`config.mk`:
```
export PLATFORM = sky130hd
export DESIGN_NAME = prio_encoder_rr
export DESIGN_NICKNAME = d
export VERILOG_FILES = /design/src/rtl/prio_encoder_rr.sv
export SDC_FILE = /design/constraint.sdc
export NUM_CORES = 1
export LEC_CHECK = 0
export ABC_AREA = 1
export CAP_MARGIN = 30
export CORE_MARGIN = 10
export CORE_UTILIZATION = 55
export CTS_BUF_LIST = sky130_fd_sc_hd__clkbuf_4
export DETAILED_ROUTE_END_ITERATION = 8
export HOLD_SLACK_MARGIN = 0.08
export PLACE_DENSITY = 0.8
export SLEW_MARGIN = 10
export SYNTH_ARGS = -nofsm -noshare
export SYNTH_HDL_FRONTEND = slang
export SYNTH_SLANG_ARGS = --single-unit
```
`constraint.sdc`:
```
create_clock -name clk -period 2.9 [get_ports clk]
set_clock_uncertainty 0.2 [all_clocks]
set_input_delay 0.58 -clock clk [delete_from_list [all_inputs] [get_ports clk]]
set_output_delay 0.58 -clock clk [all_outputs]
set_load 0.02 [all_outputs]
```
`src/rtl/prio_encoder_rr.sv`:
```
// prio_encoder_rr: N-to-log2(N) request encoder, fixed or round-robin per encode,
// registered result held until accepted over a valid/ready handshake.
// Ports: clk, rst_n (async, active-low), in_req[N], in_mode (0 fixed, 1 rr),
//   out_valid, out_ready, out_idx[W], out_multi,
//   out_onehot[N] (only when PRIO_ENC_ONEHOT_EN is defined).
module prio_encoder_rr #(
  parameter int N = 8,
  localparam int W = $clog2(N)
) (
  input  logic         clk,
  input  logic         rst_n,
  input  logic [N-1:0] in_req,
  input  logic         in_mode,
  output logic         out_valid,
  input  logic         out_ready,
  output logic [W-1:0] out_idx,
  output logic         out_multi
`ifdef PRIO_ENC_ONEHOT_EN
  ,
  output logic [N-1:0] out_onehot
`endif
);

  typedef enum logic {IDLE, HOLD} state_e;

  state_e       state_q, state_d;
  logic [W-1:0] idx_q, idx_d;
  logic [W-1:0] ptr_q, ptr_d;
  logic         multi_q, multi_d;
  logic         mode_q, mode_d;

  logic         accept;
  logic         encode;
  logic [W-1:0] ptr_eff;
  logic [W-1:0] fp_idx;
  logic [W-1:0] rr_idx;
  logic [2*N-1:0] rot;
  logic [W:0]   sum;

  assign accept = (state_q == HOLD) && out_ready;
  assign encode = (|in_req) && ((state_q == IDLE) || out_ready);

  // A back-to-back rr encode must already see the pointer advanced
  // by the result being accepted in the same cycle.
  always_comb begin
    ptr_eff = ptr_q;
    if (accept && mode_q) begin
      if (idx_q == W'(N - 1)) ptr_eff = '0;
      else                    ptr_eff = idx_q + 1'b1;
    end
  end

  always_comb begin
    fp_idx = '0;
    for (int i = 0; i < N; i++)
      if (in_req[i]) fp_idx = W'(i);
  end

  // Rotate so bit 0 is the pointer slot; the lowest set bit
  // of the rotated vector is the first request at or after ptr.
  always_comb begin
    rot    = {in_req, in_req} >> ptr_eff;
    rr_idx = '0;
    sum    = '0;
    for (int i = N - 1; i >= 0; i--) begin
      if (rot[i]) begin
        sum = {1'b0, ptr_eff} + (W+1)'(i);
        if (sum >= (W+1)'(N)) sum = sum - (W+1)'(N);
        rr_idx = sum[W-1:0];
      end
    end
  end

  always_comb begin
    state_d = state_q;
    idx_d   = idx_q;
    multi_d = multi_q;
    mode_d  = mode_q;
    ptr_d   = ptr_eff;
    if (encode) begin
      state_d = HOLD;
      idx_d   = in_mode ? rr_idx : fp_idx;
      multi_d = |(in_req & (in_req - 1'b1));
      mode_d  = in_mode;
    end else if (accept) begin
      state_d = IDLE;
    end
  end

  always_ff @(posedge clk or negedge rst_n) begin
    if (!rst_n) begin
      state_q <= IDLE;
      idx_q   <= '0;
      ptr_q   <= '0;
      multi_q <= 1'b0;
      mode_q  <= 1'b0;
    end else begin
      state_q <= state_d;
      idx_q   <= idx_d;
      ptr_q   <= ptr_d;
      multi_q <= multi_d;
      mode_q  <= mode_d;
    end
  end

  assign out_valid = (state_q == HOLD);
  assign out_idx   = idx_q;
  assign out_multi = multi_q;

`ifdef PRIO_ENC_ONEHOT_EN
  logic [N-1:0] onehot_q, onehot_d;

  always_comb begin
    onehot_d = onehot_q;
    if (encode)      onehot_d = {{(N-1){1'b0}}, 1'b1} << idx_d;
    else if (accept) onehot_d = '0;
  end

  always_ff @(posedge clk or negedge rst_n) begin
    if (!rst_n) onehot_q <= '0;
    else        onehot_q <= onehot_d;
  end

  assign out_onehot = onehot_q;
`endif

endmodule

```
# Word-level counts from Yosys, hierarchy flattened
# Cells that the tools add are included.
# totals
output_inout_bits	5
register_bits	9
# classes
n_addsub	17
n_bitwise	2
n_mux	28
shift	1
n_reduce_logical	7
magnitude_cmp	8
eq_ne	1
# op_table
operator	count
3-bit two-way mux	25
4-bit >= comparator (second input constant)	7
3-bit by 1-bit subtractor with 3-bit output (second input constant)	8
3-bit by 3-bit adder with 4-bit output (second input constant)	4
8-bit OR reduction	2
16-bit by 3-bit >> shifter with 8-bit output	1
3-bit by 2-bit adder with 4-bit output (second input constant)	2
8-bit AND	1
8-bit by 1-bit subtractor with 8-bit output (second input constant)	1
3-bit by 1-bit adder with 4-bit output (second input constant)	1
3-bit by 4-bit >= comparator with 1-bit output (second input constant)	1
3-bit by 1-bit adder with 3-bit output (second input constant)	1
3-bit == test (second input constant)	1
1-bit logical AND	3
1-bit two-way mux	3
2-bit nonzero test	1
1-bit logical OR	1
1-bit NOT	1

# Depth between registers and ports, before layout
# Gate-level depths: netlist (run 1).
# logic_depth
word_depth	15
mapped_depth	22
depth_no_buf	22

# Worst setup path after synthesis (run 1)
# No wires, ideal clock.
# synth_timing
path_kind	register -> register
from	register idx_q[0] (netlist: out_idx[0])
to	register idx_q[1] (netlist: out_idx[1])
arrival_ns	2.157
stages_incl_launch_ff	23
setup_slack_ns	0.427
path_buffers	0
synth_period_minus_slack_ns	2.473
setup_time_ns	0.116
cell_sequence	dfrtp_1 -> ha_1 -> ha_1 -> nor2_1 -> inv_1 -> nand2_1 -> nand2_2 -> nand2_1 -> nand3_1 -> nand3_1 -> nand2_1 -> inv_2 -> nand2_1 -> inv_1 -> nand3_1 -> nand2_1 -> nand2_1 -> nand2_1 -> nand2_1 -> nand2_1 -> nand2_1 -> nand2_1 -> nand2_1
# synth_via
elab_chain_cells	15
elab_cells_between_ends	45
cone_classes	add/sub (16); order compare (8); eq/ne (1); shift (1); mux (19)
# synth_lines
element	line_no	rtl
from (decl)	27	logic [W-1:0] idx_q, idx_d;
from (signal assigned)	99	idx_q <= idx_d;
3-bit by 1-bit adder with 3-bit output / 3-bit == test (equally long branches)	49, 48	
3-bit two-way mux (*)	48	if (idx_q == W'(N - 1)) ptr_eff = '0;
3-bit two-way mux (*)	47	if (accept && mode_q) begin
3-bit by 3-bit adder with 4-bit output	67	sum = {1'b0, ptr_eff} + (W+1)'(i);
4-bit >= comparator / 3-bit by 1-bit subtractor with 3-bit output (equally long branches)	68	if (sum >= (W+1)'(N)) sum = sum - (W+1)'(N);
3-bit two-way mux	68	
3-bit two-way mux (7 in series)	66	if (rot[i]) begin
3-bit two-way mux (*)	66	
3-bit two-way mux (*)	82	idx_d = in_mode ? rr_idx : fp_idx;
# Mark *: on every way between the ends. The rest lies on a longest branch, timed or not.
# A chain may end at the register's enable or synchronous reset.

# Worst setup path in the final report (run 1)
# layout_timing
from	input out_ready
to	register idx_q[2] (netlist: out_idx[2])
# layout_via
elab_chain_cells	15
elab_cells_between_ends	46
cone_classes	add/sub (15); order compare (8); shift (1); mux (18); reduce/logical (4)
# layout_lines
element	line_no	rtl
from (decl)	15	input logic out_ready,
1-bit logical AND	40	assign accept = (state_q == HOLD) && out_ready;
1-bit logical AND	47	
3-bit two-way mux	47	
3-bit by 3-bit adder with 4-bit output	67	
4-bit >= comparator / 3-bit by 1-bit subtractor with 3-bit output (equally long branches)	68	
3-bit two-way mux	68	
3-bit two-way mux (8 in series)	66	
3-bit two-way mux	82	
# Several ways; a longest one is shown, not always the timed one.

==> results of run 1 <==
-- repair_timing --
| item | CTS | global route |
|---|---|---|
| buffers inserted | 0 | 5 |
| resized for setup | 0 | 9 |
| endpoints found under the setup margin | 0 | 3 |
-- worst max path at each step --
stage | from | to | slack, ns | cells past startpoint
detailed placement | out_ready | out_idx[0] | -0.09 | 16
floorplan | out_idx[0] | out_idx[1] | 0.43 | 22
global route | out_ready | out_idx[0] | -0.03 | 16
CTS | out_idx[0] | out_idx[0] | 0.12 | 15
global placement | out_ready | out_idx[0] | -0.07 | 16
finish | out_ready | out_idx[2] | 0.09 | 20
-- registers in the layout (all words and copies together), names as in the netlist --
name       flops
ptr_q          3
out_multi      1
out_idx        3
mode_q         1
out_valid      1
-- final cells by class --
| cell class | instances | area, um2 | area share [%] |
|---|---|---|---|
| clock buffers | 4 | 30.0 | 1.82 |
| flip-flops and latches | 9 | 225 | 13.6 |
| inverters | 33 | 124 | 7.49 |
| well taps | 27 | 33.8 | 2.04 |
| multi-input cells | 172 | 888 | 53.7 |
| repair buffers | 40 | 353 | 21.3 |
-- worst min-delay path, cell delays in order (launching register included) --
cell	delay [ns]
dfrtp_1	0.35
nand2_1	0.06
nand2_1	0.06
-- cells by family (layout without fill, tap and decap cells) --
group	after synthesis	in the layout	synth area share, %
simple gates	133	134	48.4
buf+inv	36	77	11.6
compound gates	30	30	14.7
flops	9	9	18.5
fa+ha+maj	4	4	3.91
xor+xnor	4	4	2.88
-- per-layer routing --
layer  wire, um  up-vias
li1           -      790
met1       1610      749
met4        226        0
met2       2120      114
met3        419       30
met5          0        -
-- synthesized netlist by cell type --
cell type,number,area (um2)
inv_1,31,116
a22oi_1,1,7.51
nor2_1,9,33.8
nand3_1,43,215
nand2_2,3,18.8
o21ai_2,4,35.0
maj3_1,1,10.0
nor2_4,1,11.3
inv_2,2,7.51
o21ai_1,2,10.0
o21bai_1,1,7.51
nand2_4,1,11.3
nand3_2,1,10.0
ha_1,3,37.5
nand2_1,72,270
buf_2,2,10.0
dfrtp_1,9,225
and2_1,1,6.26
o21ai_0,11,55.1
a21oi_1,6,30.0
xor2_1,2,17.5
xnor2_1,2,17.5
buf_4,1,7.51
o2111ai_1,1,8.76
nor3_1,1,5.00
o22ai_1,1,6.26
nor2_2,1,6.26
a31oi_1,3,18.8
-- power breakdown --
group | leakage (nW) | switching [mW] | total (mW) | internal (mW)
Clock | 0.0184 | 0.0518 | 0.115 | 0.0628
Combinational | 0.775 | 0.981 | 1.64 | 0.664
Sequential | 0.104 | 0.0258 | 0.192 | 0.166
-- per-stage QoR --
stage                     instance area [um2]  worst slack [ns]
final                                    1650            0.0950
after global routing                     1650           -0.0309
after CTS                                1580             0.124
after detailed placement                 1550           -0.0871
after global placement                   1550           -0.0681
after floorplan                          1220             0.427
==> flow_metrics.py, run 1 <==
metrics = {
    "placed_design": {
        "io_buffers": 16,
        "hpwl_mm": 3.20,
        "gp_congestion": 0.949,
        "dp_cells": 275,
    },
    "critical_path": {
        "crit_fanout": 9,
        "worstRegToRegCells": 22,
        "critPathMaxStageDelay_ns": 0.43,
        "cpMostUsedCell": "nand2_1",
        "cp.arrival_ns": 2.82,
        "r2r-end": "out_idx[1]",
        "critPathTopFamily": "simple AND/OR/NAND/NOR gates",
        "cp-end-kind": "flip-flop",
        "crit_chain": "clkdlybuf4s50_1, nand2_1, nor2_4, buf_4, o21ai_4, buf_4, nand3_1, nand3_1, nand2_1, nor2_2, nand2_1, nand3_1, nand2_1, nand2_1, nand2_1, nand2_1, nand2_1, nand2_1, nand2_1, nand2_1",
        "critPathKind": "input port to flip-flop",
        "r2r_setup_slack_ns": 0.19,
        "rr_startpoint": "out_idx[0]",
        "cp_slowest_cell": "clkdlybuf4s50_1",
        "startpoint_type": "input port",
        "cp.buffers_inverters": 3,
        "critPathRequiredTime_ns": 2.91,
    },
    "cts": {
        "cts_tree": "done",
        "cts_made_buffers": 3,
        "clk_latency_ns": 0.27,
        "cts.sinks": 9,
        "cts_hold_buf": 0,
        "clockBufferDepth": 2,
        "cts-root-buf": "clkbuf_4",
        "clk_pin_slew_ns": 0.07,
        "h-tree-depth": 1,
    },
    "routing": {
        "vias": 1683,
        "drc_errors": 0,
        "viasPerCell": 5.91,
        "routed_wl_mm": 4.38,
        "antenna_left": 0,
        "drt_iter0_drc": 138,
        "wl_per_cell_um": 15.4,
        "dr.pass1.iters": 5,
    },
    "timing": {
        "setup_viol": 0,
        "max_freq_ghz": 0.357,
        "tns_ns": 0,
        "rsz0062_at_grt": "yes",
        "holdWs_ns": 0.294,
        "worst_slew_pin_slew_ns": 0.446,
        "period_share_pct": 96.7,
        "hold_viol_final": 0,
        "fin_crit_ns": 2.81,
        "relSlewSlack_pct": 70.2,
        "finalMaxSlewViolations": 0,
    },
    "grt": {
        "use_met3_pct": 4.68,
        "top_usage_layer": "met2",
        "grt_pass1_vias": 1503,
        "grt_use_met1_pct": 21.4,
        "antenna_found_initial": 0,
        "globalRouteTotalUtil_pct": 18.5,
        "use_met2_pct": 30.3,
        "grt_pass1_wl_mm": 6.65,
        "grt_max_degree": 12,
        "overflow": 0,
    },
    "layout": {
        "synthToLayoutAreaGrowth_pct": 36.0,
        "mostFrequentLayoutCells": "nand2_1 (69), nand3_1 (42), inv_1 (31)",
        "final_common_cell": "nand2_1",
        "fin_cells": 285,
        "final_core_util_pct": 81.8,
        "drive_above_1_share_pct": 18.6,
        "num-fill-cells": 137,
        "diodes": 0,
        "nNetsFinal": 274,
    },
    "yosys": {
        "ys_warn_count": 0,
        "syn-cell-area_mm2": 0.00122,
        "synth_cell_types": 28,
        "avgSynthCellArea_um2": 5.63,
        "synth_cells": 216,
        "syn_nets": 231,
        "ys_seq_area_share_pct": 18.5,
        "ys_ff_latch": 9,
    },
    "min_path": {
        "worstHoldStart": "out_multi",
        "hold_depth": 2,
        "hold-path-endpoint": "out_multi",
        "hp-class": "flip-flop to flip-flop",
    },
    "die": {
        "io_pins": 17,
        "fp.dieW_um": 67.0,
        "core_area_mm2": 0.00202,
        "die_y_um": 67.0,
        "num_rows": 16,
        "die-area_mm2": 0.00449,
        "start_util_pct": 60.1,
    },
    "pwr": {
        "p_leak_nw": 0.897,
        "power.total_mw": 1.95,
        "vdd_ir_drop_max_v": 0.000690,
        "powerDensity_mw_per_mm2": 1180,
    },
    "job": {
        "max_cap_violations": 0,
    },
    "outcome": {
        "status": "completed",
    },
}
Note: power is estimated with default switching activity, not from simulation.
==> run 2, diff against run 1 <==
--- a/config.mk
+++ b/config.mk
@@ -10,9 +10,11 @@
 export CORE_MARGIN = 10
 export CORE_UTILIZATION = 55
 export CTS_BUF_LIST = sky130_fd_sc_hd__clkbuf_4
+export CTS_CLUSTER_SIZE = 12
 export DETAILED_ROUTE_END_ITERATION = 8
 export HOLD_SLACK_MARGIN = 0.08
 export PLACE_DENSITY = 0.8
+export SETUP_SLACK_MARGIN = 0.2
 export SLEW_MARGIN = 10
 export SYNTH_ARGS = -nofsm -noshare
 export SYNTH_HDL_FRONTEND = slang
==> run 2 against run 1 <==
Effect of this change:
- via count grew 17%
- critical path type is now flip-flop to flip-flop
- hold slack better by 0.0014 ns
- design area rose by 10%
- critical endpoint unchanged
- highest routed layer unchanged
- register-to-register slack worse by 0.07 ns
==> flow_metrics.py, run 2 (same netlist as run 1, synthesis figures left out) <==
metrics = {
    "critical_path": {
        "crit_chain": "ha_2, ha_4, nor2_4, inv_1, nand2_4, nand3_1, buf_4, nand3_1, nand3_1, nand2_1, nor2_4, nand2_1, nand3_1, nand2_1, nand2_1, nand2_1, nand2_1, nand2_1, nand2_1, nand2_1, nand2_1",
        "critPathTopFamily": "simple AND/OR/NAND/NOR gates",
        "cp_slowest_cell": "dfrtp_1",
        "critPathMaxStageDelay_ns": 0.42,
        "startpoint_type": "flip-flop",
        "cpMostUsedCell": "nand2_1",
        "crit_fanout": 4,
        "cp.buffers_inverters": 2,
        "cp-end-kind": "flip-flop",
        "r2r_setup_slack_ns": 0.12,
        "critPathRequiredTime_ns": 2.85,
        "critPathKind": "flip-flop to flip-flop",
        "cp.arrival_ns": 2.74,
    },
    "cts": {
        "clk_latency_ns": 0.27,
        "cts_tree": "done",
        "clk_pin_slew_ns": 0.07,
        "h-tree-depth": 1,
        "cts_made_buffers": 3,
        "clockBufferDepth": 2,
        "cts-root-buf": "clkbuf_4",
        "cts.sinks": 9,
        "cts_hold_buf": 0,
    },
    "die": {
        "io_pins": 17,
        "die-area_mm2": 0.00449,
        "core_area_mm2": 0.00202,
        "num_rows": 16,
        "die_y_um": 67.0,
        "start_util_pct": 60.1,
        "fp.dieW_um": 67.0,
    },
    "pwr": {
        "p_leak_nw": 0.968,
        "power.total_mw": 2.33,
        "powerDensity_mw_per_mm2": 1280,
        "vdd_ir_drop_max_v": 0.000808,
    },
    "routing": {
        "wl_per_cell_um": 20.3,
        "vias": 1961,
        "routed_wl_mm": 5.84,
        "antenna_left": 0,
        "drt_iter0_drc": 398,
        "drc_errors": 0,
        "viasPerCell": 6.81,
        "dr.pass1.iters": 6,
    },
    "min_path": {
        "hp-class": "flip-flop to flip-flop",
    },
    "grt": {
        "globalRouteTotalUtil_pct": 18.5,
        "antenna_found_initial": 0,
        "grt_max_degree": 12,
        "grt_pass1_vias": 1503,
        "overflow": 0,
        "grt_pass1_wl_mm": 6.69,
    },
    "layout": {
        "drive_above_1_share_pct": 26.8,
        "mostFrequentLayoutCells": "nand2_1 (62), nand3_1 (35), inv_1 (31)",
        "diodes": 0,
        "final_common_cell": "nand2_1",
        "nNetsFinal": 277,
        "num-fill-cells": 97,
        "synthToLayoutAreaGrowth_pct": 50.2,
        "fin_cells": 288,
    },
    "placed_design": {
        "io_buffers": 16,
        "dp_cells": 275,
        "hpwl_mm": 3.20,
        "gp_congestion": 0.949,
    },
    "timing": {
        "hold_viol_final": 0,
        "max_freq_ghz": 0.359,
        "fin_crit_ns": 2.78,
        "worst_slew_pin_slew_ns": 0.459,
        "period_share_pct": 96.0,
        "holdWs_ns": 0.296,
        "finalMaxSlewViolations": 0,
        "relSlewSlack_pct": 69.1,
        "setup_viol": 0,
    },
    "job": {
        "max_cap_violations": 0,
    },
    "outcome": {
        "status": "completed",
    },
}
-- run 2: layout make-up --
type                       count  area, um2  share of cell area (%)
tap                           27       33.8                    1.85
timing repair buffer          42        374                    20.5
clock buffer                   4       30.0                    1.64
multi-input combinational    173       1040                    56.9
sequential                     9        225                    12.3
inverter                      33        124                    6.78
-- run 2: per-layer routing --
layer / vias up / wire [um] / track usage [%]
met2: 215 / 2580 / 31.8
met3: 68 / 764 / 4.85
met1: 882 / 2060 / 20.6
met4: 0 / 435 / 8.97
li1: 796 / - / -
met5: - / 0 / 0
-- run 2: worst paths after layout --
| kind | depth (start not counted) | endpoint | start |
|---|---|---|---|
| worst max-delay path | 21 | out_idx[2] | out_idx[1] |
| max in group asynchronous | 1 | ptr_q[1] | rst_n |
| worst max register to register | 21 | out_idx[2] | out_idx[1] |
| worst min register to register | 2 | out_multi | out_multi |
| min in group asynchronous | 1 | out_multi | rst_n |
| worst min-delay path | 2 | out_multi | out_multi |
-- run 2: what timing repair did --
item / 4_1_cts / 5_1_grt
buffers inserted: 0 / 7
resized for setup: 4 / 38
pin swaps: 1 / 9
endpoints found under the setup margin: 2 / 3
hold endpoints to repair: 0 / 0
cloned: 0 / 2
-- run 2: where the power goes --
part | total, mW | switching, mW | internal [mW]
Combinational | 2.01 | 1.25 | 0.767
Clock | 0.117 | 0.0538 | 0.0627
Sequential | 0.201 | 0.0349 | 0.166
-- run 2: worst reg2reg max path, stage by stage (launching register included) --
cell     delay [ns]
dfrtp_1        0.42
ha_2           0.21
ha_4           0.18
nor2_4         0.10
inv_1          0.08
nand2_4        0.11
nand3_1        0.13
buf_4          0.17
nand3_1        0.10
nand3_1        0.09
nand2_1        0.14
nor2_4         0.05
nand2_1        0.08
nand3_1        0.09
nand2_1        0.09
nand2_1        0.06
nand2_1        0.06
nand2_1        0.04
nand2_1        0.05
nand2_1        0.07
nand2_1        0.07
nand2_1        0.08
-- run 2: through the flow --
stage               utilization (%)  cell area, um2   TNS, ns  setup slack [ns]
floorplan                         -            1220         0             0.427
detailed placement             76.5            1550    -0.173           -0.0871
finish                         90.3            1830         0             0.115
CTS                            78.8            1590         0             0.199
global route                   90.3            1830  -0.00994          -0.00994
global placement               76.5            1550   -0.0990           -0.0681
==> run 3, diff against run 2 <==
--- a/config.mk
+++ b/config.mk
@@ -8,12 +8,12 @@
 export ABC_AREA = 1
 export CAP_MARGIN = 30
 export CORE_MARGIN = 10
-export CORE_UTILIZATION = 55
+export CORE_UTILIZATION = 51
 export CTS_BUF_LIST = sky130_fd_sc_hd__clkbuf_4
 export CTS_CLUSTER_SIZE = 12
 export DETAILED_ROUTE_END_ITERATION = 8
 export HOLD_SLACK_MARGIN = 0.08
-export PLACE_DENSITY = 0.8
+export PLACE_DENSITY = 0.78
 export SETUP_SLACK_MARGIN = 0.2
 export SLEW_MARGIN = 10
 export SYNTH_ARGS = -nofsm -noshare
==> constraint.sdc (replaced) <==
create_clock -name clk -period 2.2 [get_ports clk]
set_clock_uncertainty 0.2 [all_clocks]
set_input_delay 0.44 -clock clk [delete_from_list [all_inputs] [get_ports clk]]
set_output_delay 0.44 -clock clk [all_outputs]
set_load 0.02 [all_outputs]
==> run 3 against run 2 <==
Effect of this change:
- the flow now finishes with violations (setup timing)
- critical path depth fell by 6
- via count rose by 4.0%
- worst setup slack got worse by 0.60 ns
- fmax rose by 3.5%
- sequential share of layout area fell by 1.2 points
- total power rose by 38%
- final cell count rose by 5.2%
- first-iteration DRC count rose by 21%
- clock power rose by 23%
- flip-flop and latch count did not move
- count of clock-buffer cells in the layout did not move
- global-route usage rose by 3.7 points
- critical path type unchanged
==> flow_metrics.py, run 3 (same netlist as run 1, synthesis figures left out) <==
metrics = {
    "grt": {
        "grt_max_degree": 12,
        "globalRouteTotalUtil_pct": 22.2,
        "antenna_found_initial": 0,
        "overflow": 0,
        "grt_pass1_wl_mm": 8.19,
        "grt_pass1_vias": 1855,
    },
    "routing": {
        "wl_per_cell_um": 21.2,
        "antenna_left": 0,
        "drc_errors": 0,
        "routed_wl_mm": 6.44,
        "vias": 2039,
        "dr.pass1.iters": 8,
        "drt_iter0_drc": 480,
        "viasPerCell": 6.73,
    },
    "die": {
        "start_util_pct": 54.5,
        "fp.dieW_um": 68.8,
        "core_area_mm2": 0.00223,
        "num_rows": 17,
        "die-area_mm2": 0.00474,
        "io_pins": 17,
        "die_y_um": 68.8,
    },
    "outcome": {
        "status": "finished with violations",
        "violations": "setup timing",
    },
    "placed_design": {
        "io_buffers": 16,
        "postPlaceCellArea_mm2": 0.00175,
        "gp_congestion": 0.925,
        "dp_cells": 292,
        "hpwl_mm": 3.27,
    },
    "timing": {
        "tns_ns": -1.35,
        "finalMaxSlewViolations": 0,
        "hold_viol_final": 0,
        "period_share_pct": 122,
        "fin_crit_ns": 2.69,
        "relSlewSlack_pct": 67.0,
        "worst_slew_pin_slew_ns": 0.490,
        "max_freq_ghz": 0.372,
        "holdWs_ns": 0.274,
        "rsz0062_at_grt": "yes",
        "setup_viol": 3,
        "setup_ws_ns": -0.490,
    },
    "layout": {
        "multiInputGateArea_mm2": 0.00117,
        "seq_area_um2": 228,
        "stdcell_area_mm2": 0.00205,
        "mostFrequentLayoutCells": "nand2_1 (55), buf_4 (41), inv_1 (28)",
        "drive_above_1_share_pct": 39.6,
        "fin_cells": 303,
        "synthToLayoutAreaGrowth_pct": 68.8,
        "num-fill-cells": 86,
        "final_common_cell": "nand2_1",
        "nNetsFinal": 291,
        "diodes": 0,
    },
    "cts": {
        "cts_hold_buf": 0,
        "clk_pin_slew_ns": 0.06,
        "cts_tree": "done",
        "clockBufferDepth": 2,
        "h-tree-depth": 1,
        "cts-root-buf": "clkbuf_4",
        "cts.sinks": 9,
        "clk_latency_ns": 0.27,
        "cts_made_buffers": 3,
    },
    "pwr": {
        "powerDensity_mw_per_mm2": 1570,
        "p_int_mw": 1.36,
        "p_clk_share_pct": 4.5,
        "p_seq_share_pct": 8.3,
        "netSwitchingFraction_pct": 57.7,
        "p_switching_mw": 1.86,
        "p_leak_nw": 1.06,
        "power.total_mw": 3.23,
        "vdd_ir_drop_max_v": 0.00114,
        "power_frac_comb_pct": 87.2,
    },
    "critical_path": {
        "critPathKind": "flip-flop to flip-flop",
        "critPathRequiredTime_ns": 2.15,
        "startpoint_type": "flip-flop",
        "crit_fanout": 6,
        "cp-end-kind": "flip-flop",
        "rr_startpoint": "out_idx[1]",
        "cp.arrival_ns": 2.64,
        "startpoint": "out_idx[1]",
    },
    "min_path": {
        "hp-class": "input port to async pin",
    },
    "job": {
        "max_cap_violations": 0,
    },
}
[run 3: cell count changes in the layout (fill, tap and decap cells not counted), sizes merged]
cell and delta:
buf +15, clkdlybuf4s50 -4, o21ai -1, dlymetal6s2s -1, dlygate4sd2 +5
[run 3: area by class of cell]
| class | instances | share of cell area, % |
|---|---|---|
| flip-flops and latches | 9 | 11.1 |
| well taps | 28 | 1.71 |
| inverters | 33 | 6.03 |
| clock buffers | 4 | 1.46 |
| repair buffers | 57 | 22.5 |
| multi-input cells | 172 | 57.2 |
[run 3: path summary, 6_finish.rpt]
check | end | slack [ns] | depth (start not counted)
max | out_idx[0] | -0.49 | 15
min | ptr_q[2] | 0.27 | 1
max reg2reg | out_idx[0] | -0.49 | 15
min reg2reg | out_multi | 0.32 | 2
max in group asynchronous | out_idx[0] | 1.20 | 1
min in group clk | out_multi | 0.32 | 2
[run 3: power by group through the flow]
stage	Sequential, mW	Combinational, mW	Clock [mW]
after floorplan	0.304	1.45	0
after global placement	0.260	2.04	0
after detailed placement	0.263	2.10	0
after CTS	0.262	2.26	0.147
after global routing	0.269	3.00	0.156
final	0.268	2.81	0.144
[run 3: per-layer routing]
layer | vias to the layer above | track usage, % | routed length, um
met3 | 69 | 5.31 | 913
li1 | 823 | - | -
met2 | 238 | 37.9 | 2820
met5 | - | 0 | 0
met1 | 909 | 23.7 | 2260
met4 | 0 | 15.5 | 444
[run 3: metrics by stage]
stage | utilization (%) | worst slack (ns)
2_1_floorplan | - | -0.106
6_report | 91.9 | -0.490
4_1_cts | 84.5 | -0.257
5_1_grt | 91.9 | -0.655
3_5_place_dp | 78.4 | -0.679
3_3_place_gp | 78.4 | -0.608
[run 3: worst max-delay path, stage by stage, from the launching register on]
cell	delay [ns]
dfrtp_2	0.42
ha_4	0.16
ha_4	0.17
nor2_4	0.14
inv_2	0.06
nand2_4	0.12
nand2_8	0.11
nand2_4	0.11
nand3_2	0.10
and2_4	0.17
o21ai_4	0.24
inv_1	0.10
o21ai_1	0.17
nand3_1	0.10
nand2_1	0.10
o21ai_1	0.09
[run 3: what timing repair did]
item | in CTS | in global routing
setup endpoints to repair | 9 | 5
pin swaps | 11 | 20
gates resized for setup | 29 | 30
gates cloned | 1 | 0
setup buffers | 2 | 4
